==> src/rtl/debug_merge_pkg.sv <==
// Shared types and constants for the debug stream merger.
package debug_merge_pkg;

  typedef enum logic [1:0] {IDLE, PFX_ID, PFX_COL, STREAM} state_e;

  localparam int         ASCII_WIDTH = 7;
  localparam logic [6:0] ASCII_COLON = 7'h3A;
  localparam logic [6:0] DEFAULT_EOL = 7'h0A;

  // Nibble to uppercase ASCII hex digit.
  function automatic logic [6:0] hex_to_ascii(input logic [3:0] v);
    return (v < 4'd10) ? (7'h30 + {3'b000, v}) : (7'h37 + {3'b000, v});
  endfunction

endpackage

==> src/rtl/ascii_fifo.sv <==
// Per-channel character FIFO. A push while full is accepted only when a
// pop happens in the same cycle; the caller tracks drops.
module ascii_fifo #(
  parameter int DATA_WIDTH = 7,
  parameter int FIFO_DEPTH = 16
) (
  input  logic                  clk,
  input  logic                  res_n,
  input  logic                  push_i,
  input  logic [DATA_WIDTH-1:0] wdata_i,
  input  logic                  pop_i,
  output logic [DATA_WIDTH-1:0] rdata_o,
  output logic                  full_o,
  output logic                  empty_o
);

  localparam int AW = $clog2(FIFO_DEPTH);

  logic [DATA_WIDTH-1:0] mem [FIFO_DEPTH];
  logic [AW:0]           wr_q, rd_q;
  logic                  wr_en, rd_en;

  assign empty_o = (wr_q == rd_q);
  assign full_o  = (wr_q[AW] != rd_q[AW]) && (wr_q[AW-1:0] == rd_q[AW-1:0]);
  assign wr_en   = push_i && (!full_o || pop_i);
  assign rd_en   = pop_i && !empty_o;
  assign rdata_o = mem[rd_q[AW-1:0]];

  // Storage needs no reset; emptiness is defined by the pointers.
  always_ff @(posedge clk) begin
    if (wr_en) mem[wr_q[AW-1:0]] <= wdata_i;
  end

  // Read/write pointers with wrap bit.
  always_ff @(posedge clk or negedge res_n) begin
    if (!res_n) begin
      wr_q <= '0;
      rd_q <= '0;
    end else begin
      if (wr_en) wr_q <= wr_q + 1'b1;
      if (rd_en) rd_q <= rd_q + 1'b1;
    end
  end

endmodule

==> src/rtl/debug_stream_merger.sv <==
// Merges per-channel debug character streams into one output stream.
// The grant is held for a whole line (until EOL or idle timeout) so lines
// from different sources never interleave; an optional "<id>:" tag leads
// each line.
module debug_stream_merger
  import debug_merge_pkg::*;
#(
  parameter int                  CHANNELS     = 4,
  parameter int                  DATA_WIDTH   = ASCII_WIDTH,
  parameter int                  FIFO_DEPTH   = 16,
  parameter logic [DATA_WIDTH-1:0] EOL_CHAR   = DATA_WIDTH'(DEFAULT_EOL),
  parameter int                  IDLE_TIMEOUT = 256,
  parameter bit                  PREFIX_EN    = 1'b1
) (
  input  logic                           clk,
  input  logic                           res_n,
  input  logic [CHANNELS*DATA_WIDTH-1:0] ascii_c_in,
  input  logic [CHANNELS-1:0]            ascii_s_in,
  output logic [DATA_WIDTH-1:0]          data_out,
  output logic                           data_out_valid,
  input  logic                           buffer_full,
  output logic [CHANNELS-1:0]            overflow,
  output logic                           busy
);

  localparam int PW = (CHANNELS > 1) ? $clog2(CHANNELS) : 1;
  localparam int CW = $clog2(IDLE_TIMEOUT + 1);

  state_e                               state_q, state_d;
  logic [PW-1:0]                        grant_q, grant_d, rr_ptr_q, rr_ptr_d, next_ptr;
  logic [CW-1:0]                        idle_cnt_q, idle_cnt_d;
  logic [DATA_WIDTH-1:0]                data_q, emit_char;
  logic                                 valid_q, emit;
  logic [CHANNELS-1:0]                  ovf_q, ovf_d;

  logic [CHANNELS-1:0]                  full, empty, pop;
  logic [CHANNELS-1:0][DATA_WIDTH-1:0]  rdata;
  logic                                 arb_found;
  logic [PW-1:0]                        arb_idx;
  logic [DATA_WIDTH-1:0]                grant_data;
  logic                                 grant_empty;

  for (genvar g = 0; g < CHANNELS; g++) begin : g_ch
    ascii_fifo #(.DATA_WIDTH(DATA_WIDTH), .FIFO_DEPTH(FIFO_DEPTH)) u_fifo (
      .clk     (clk),
      .res_n   (res_n),
      .push_i  (ascii_s_in[g]),
      .wdata_i (ascii_c_in[g*DATA_WIDTH +: DATA_WIDTH]),
      .pop_i   (pop[g]),
      .rdata_o (rdata[g]),
      .full_o  (full[g]),
      .empty_o (empty[g])
    );
  end

  assign grant_data     = rdata[grant_q];
  assign grant_empty    = empty[grant_q];
  assign next_ptr       = (int'(grant_q) == CHANNELS - 1) ? '0 : grant_q + 1'b1;
  assign ovf_d          = ovf_q | (ascii_s_in & full & ~pop);
  assign data_out       = data_q;
  assign data_out_valid = valid_q;
  assign overflow       = ovf_q;
  assign busy           = (state_q != IDLE) || !(&empty);

  // Round-robin search: first non-empty channel at or after rr_ptr.
  always_comb begin
    int c;
    c         = 0;
    arb_found = 1'b0;
    arb_idx   = '0;
    for (int k = 0; k < CHANNELS; k++) begin
      c = int'(rr_ptr_q) + k;
      if (c >= CHANNELS) c = c - CHANNELS;
      if (!arb_found && !empty[c]) begin
        arb_found = 1'b1;
        arb_idx   = PW'(c);
      end
    end
  end

  // Next-state: grant held per line, released on EOL or idle timeout.
  always_comb begin
    state_d    = state_q;
    grant_d    = grant_q;
    rr_ptr_d   = rr_ptr_q;
    idle_cnt_d = idle_cnt_q;
    case (state_q)
      IDLE: if (arb_found) begin
        grant_d    = arb_idx;
        idle_cnt_d = '0;
        state_d    = PREFIX_EN ? PFX_ID : STREAM;
      end
      PFX_ID:  if (!buffer_full) state_d = PFX_COL;
      PFX_COL: if (!buffer_full) state_d = STREAM;
      STREAM: begin
        if (!grant_empty) begin
          if (!buffer_full) begin
            idle_cnt_d = '0;
            if (grant_data == EOL_CHAR) begin
              state_d  = IDLE;
              rr_ptr_d = next_ptr;
            end
          end
        end else begin
          if (idle_cnt_q == CW'(IDLE_TIMEOUT - 1)) begin
            state_d  = IDLE;
            rr_ptr_d = next_ptr;
          end
          if (idle_cnt_q != CW'(IDLE_TIMEOUT)) idle_cnt_d = idle_cnt_q + 1'b1;
        end
      end
      default: state_d = IDLE;
    endcase
  end

  // Outputs: what to emit this cycle and which FIFO to pop.
  always_comb begin
    emit      = 1'b0;
    emit_char = '0;
    pop       = '0;
    case (state_q)
      PFX_ID: if (!buffer_full) begin
        emit      = 1'b1;
        emit_char = DATA_WIDTH'(hex_to_ascii(4'(grant_q)));
      end
      PFX_COL: if (!buffer_full) begin
        emit      = 1'b1;
        emit_char = DATA_WIDTH'(ASCII_COLON);
      end
      STREAM: if (!grant_empty && !buffer_full) begin
        emit         = 1'b1;
        emit_char    = grant_data;
        pop[grant_q] = 1'b1;
      end
      default: ;
    endcase
  end

  // State, arbitration and registered output; data holds when idle.
  always_ff @(posedge clk or negedge res_n) begin
    if (!res_n) begin
      state_q    <= IDLE;
      grant_q    <= '0;
      rr_ptr_q   <= '0;
      idle_cnt_q <= '0;
      data_q     <= '0;
      valid_q    <= 1'b0;
      ovf_q      <= '0;
    end else begin
      state_q    <= state_d;
      grant_q    <= grant_d;
      rr_ptr_q   <= rr_ptr_d;
      idle_cnt_q <= idle_cnt_d;
      valid_q    <= emit;
      ovf_q      <= ovf_d;
      if (emit) data_q <= emit_char;
    end
  end

endmodule

==> config.mk <==
export PLATFORM = sky130hd
export DESIGN_NAME = debug_stream_merger
export DESIGN_NICKNAME = d
export VERILOG_FILES = /design/src/rtl/debug_merge_pkg.sv /design/src/rtl/ascii_fifo.sv /design/src/rtl/debug_stream_merger.sv
export SDC_FILE = /design/constraint.sdc
export NUM_CORES = 1
export LEC_CHECK = 0
export ABC_AREA = 1
export BUFFER_PORTS_ARGS = -buffer_cell sky130_fd_sc_hd__buf_2
export CAP_MARGIN = 15
export CORE_UTILIZATION = 53
export DETAILED_ROUTE_END_ITERATION = 8
export PLACE_DENSITY = 0.69
export SYNTH_ARGS = -nofsm -noshare
export SYNTH_HDL_FRONTEND = slang
export SYNTH_HIERARCHICAL = 1
export SYNTH_SLANG_ARGS = --single-unit
==> constraint.sdc <==
create_clock -name clk -period 4.5 [get_ports clk]
set_clock_uncertainty 0.1 [all_clocks]
set_input_delay 0.9 -clock clk [delete_from_list [all_inputs] [get_ports clk]]
set_output_delay 0.9 -clock clk [all_outputs]
set_load 0.01 [all_outputs]
==> flow_summary.json <==
{
  "insertion_delay_ns": 0.61,
  "rsz0062_at_grt": "no",
  "fin_cells": 2746,
  "hold_class": "input pin to async pin",
  "crit_path_end_kind": "flop",
  "peakVddDrop_mv": 0.396,
  "slowest_delay_ns": 0.54,
  "numCtsBuffers": 52,
  "fmax_mhz": 271,
  "final_max_slew_viol_count": 0,
  "start_util_pct": 54.2,
  "critPathLaunchType": "flop",
  "yosysUniqueCellTypes": 36,
  "coreArea_um2": 42300,
  "dieArea_um2": 44100,
  "place_hpwl_mm": 34.3,
  "cts_hold_buf": 0,
  "critPathTopFamily": "simple AND/OR/NAND/NOR gates",
  "fin_nets": 2192,
  "r2r_slack_ns": 0.82,
  "synth.avg_cell_area_um2": 10.9,
  "area_delta_synth_final_pct": 9.66,
  "ys.flop_type": "edfxtp_1",
  "root_buffer": "clkbuf_16",
  "worst_path_max_delay_cell": "dfrtp_1",
  "drt_iter0_drc": 1347,
  "grtUsageTotal_pct": 24.5,
  "cts_tree": "built",
  "crit_type": "flop to flop",
  "maxUsedRoutingLayer": "met5",
  "io_buffers": 47,
  "cp.required_ns": 4.63,
  "yosys-top-cells-area": "edfxtp_1 59%, dfrtp_1 7.3%, nand2_1 5.5%, nor2_1 5.2%, o21ai_0 5.1%",
  "crit_fanout": 15,
  "clk_pin_slew_ns": 0.06,
  "setup_viol": 0,
  "hold_violations": 0,
  "leakagePower_nw": 9.19,
  "ant_nets": 0,
  "drt_wl_total_mm": 53.0,
  "slew_headroom_pct": 36.3,
  "dp_cells": 2649,
  "remaining_drc_errors": 0,
  "tns_ns": 0,
  "fin_crit_ns": 3.68,
  "fp.dieH_um": 210,
  "die_x_um": 210,
  "avgViaCountPerCell": 5.59,
  "ys_seq_elements": 515,
  "grt_pass1_vias": 14900,
  "grt_pass1_wl_mm": 82.8,
  "yosysTopAreaCell": "edfxtp_1",
  "async_flop_share_pct": 13.0,
  "total_power_w": 0.0140,
  "synth_edf_count": 448,
  "synthCells": 2109,
  "htreeDepth": 2,
  "status": "completed",
  "cts_max_path_buffers": 3,
  "r2r_cells": 15,
  "wl_met1_mm": 22.9,
  "rr_startpoint": "g_ch[3].u_fifo/rd_q[1]",
  "final_layout_size_suffix_gt1_share_pct": 10.3,
  "netlist.area_leader.share_pct": 58.6,
  "rows": 75,
  "seq_area_um2": 15100,
  "wl_met3_mm": 3.73,
  "fin_crit_sh_pct": 81.9,
  "synth.cell_area_um2": 22900,
  "vias": 15400,
  "wl_met2_mm": 24.8,
  "max_cap_viol_count": 0,
  "fill_cells": 3417,
  "syn-num-nets": 2175,
  "critical_path_buf_inv_count": 3,
  "reg2reg_to": "g_ch[1].u_fifo/mem[12][3]",
  "synth-seq-area-share_pct": 65.9,
  "timing.critical_path.mode_cell": "nand2_1",
  "cp_cell_sequence": "inv_2, nand2_1, nand2_1, nor2_4, nand3_1, inv_1, nand2_1, nand3_2, nand2_4, nand3_1, nor2_1, inv_1, nand4_4, nand2_4, nor2_1",
  "grt_max_degree": 73,
  "ys_warn_count": 6,
  "io_pins": 48,
  "gp_congestion": 0.926,
  "drt_pass1_iterations": 6,
  "wl_per_cell_um": 19.3,
  "cts.sinks": 515,
  "cts_resized": 0,
  "tightest_slew_ns": 0.955,
  "cp_data_arrival_time_ns": 3.81,
  "grt_overflow_total": 0,
  "postCtsSetupBuffers": 0,
  "antenna_found_initial": 2,
  "multi_input_area_um2": 6630,
  "power_density_nw_per_um2": 556
}
==> layout by cell type, fill, tap and decap left out, drive strengths merged, types with 2 or more instances in the layout <==
cell type and n:
clkinvlp 4, bufinv 4, nand2 352, o21bai 4, a31oi 3, buf 62
nand4 7, edfxtp 448, ha 31, o21ai 246, xnor2 13, inv 174
nor3 4, a21oi 63, o211ai 112, nand3 126, clkbuf 71, nor2 349
xor2 9, dfrtp 67, nand3b 2, clkinv 15
==> cell type report <==
cell class,instances,share of cell area (%)
diodes,1,0.00994
clock buffers,71,5.70
clock inverters,25,0.935
inverters,172,2.62
multi-input cells,1323,26.3
flip-flops and latches,515,60.1
well taps,577,2.87
repair buffers,62,1.39
==> worst max path at each step <==
| stage | from | end | slack (ns) | cells past startpoint |
|---|---|---|---|---|
| after floorplan | g_ch[3].u_fifo/rd_q[1] | g_ch[0].u_fifo/mem[12][0] | 1.62 | 17 |
| after global placement | g_ch[2].u_fifo/rd_q[0] | g_ch[3].u_fifo/mem[9][0] | 0.93 | 15 |
| after detailed placement | g_ch[2].u_fifo/rd_q[0] | g_ch[1].u_fifo/mem[13][1] | 0.82 | 15 |
| after CTS | g_ch[3].u_fifo/rd_q[1] | g_ch[1].u_fifo/mem[13][1] | 0.79 | 15 |
| after global routing | g_ch[3].u_fifo/rd_q[1] | g_ch[1].u_fifo/mem[13][6] | 0.44 | 15 |
| final | g_ch[3].u_fifo/rd_q[1] | g_ch[1].u_fifo/mem[12][3] | 0.82 | 15 |
==> through the flow <==
stage               utilization [%]  cell area (µm²)  hold WS, ns  setup slack [ns]
floorplan                         -            22900        0.371              1.62
global placement               55.5            23500        0.359             0.928
detailed placement             55.5            23500        0.367             0.816
CTS                            59.5            25200        0.354             0.793
global route                   59.5            25200        0.367             0.443
finish                         59.5            25200        0.308             0.815
==> cells by family (layout without fill, tap and decap cells) <==
| logic type | count (synthesis) | in the layout | synth area share [%] |
|---|---|---|---|
| buffers and inverters | 271 | 330 | 5.19 |
| other | 0 | 1 | 0 |
| adders and majority gates | 31 | 31 | 1.69 |
| DFF | 515 | 515 | 65.9 |
| and+or+nand+nor | 842 | 842 | 15.7 |
| AOI/OAI and AO/OA | 428 | 428 | 10.6 |
| xor gates and xnor gates | 22 | 22 | 0.840 |
==> synthesized netlist by cell type (6+ instances only) <==
cell and n:
a21oi_1 63, buf_1 6, buf_2 37, buf_4 6, buf_6 6, clkbuf_1 38
dfrtp_1 67, edfxtp_1 448, ha_1 31, inv_1 144, inv_2 23, nand2_1 338
nand2_2 9, nand3_1 124, nor2_1 317, nor2_2 24, nor2_4 8, o211ai_1 112
o21ai_0 236, o21ai_1 8, xnor2_1 13, xor2_1 9
==> worst reg2reg max path, stage by stage, from the launching register on <==
cell     delay (ns)
dfrtp_1        0.54
inv_2          0.26
nand2_1        0.08
nand2_1        0.12
nor2_4         0.05
nand3_1        0.12
inv_1          0.10
nand2_1        0.09
nand3_2        0.09
nand2_4        0.17
nand3_1        0.29
nor2_1         0.32
inv_1          0.12
nand4_4        0.17
nand2_4        0.17
nor2_1         0.51
==> layer usage <==
metal  global-route usage [%]  up-vias
li1                         -     7331
met1                     34.3     7342
met2                     39.0      583
met3                     3.80      101
met4                     9.24        4
met5                        0        -
==> report_power, final <==
part           total (W)  switching [W]  internal (W)  leakage (nW)
clock network    0.00424        0.00178       0.00246         0.808
registers        0.00607       0.000338       0.00573          4.92
logic            0.00367        0.00264       0.00104          3.46
==> flip-flops by register name (all words and copies together) (netlist names) <==
register / count
data_out: 7
data_out_valid: 1
g_ch.u_fifo/mem: 448
g_ch.u_fifo/rd_q: 20
g_ch.u_fifo/wr_q: 20
grant_q: 2
idle_cnt_q: 9
overflow: 4
rr_ptr_q: 2
state_q: 2
Power figures use the tool's default switching activity.
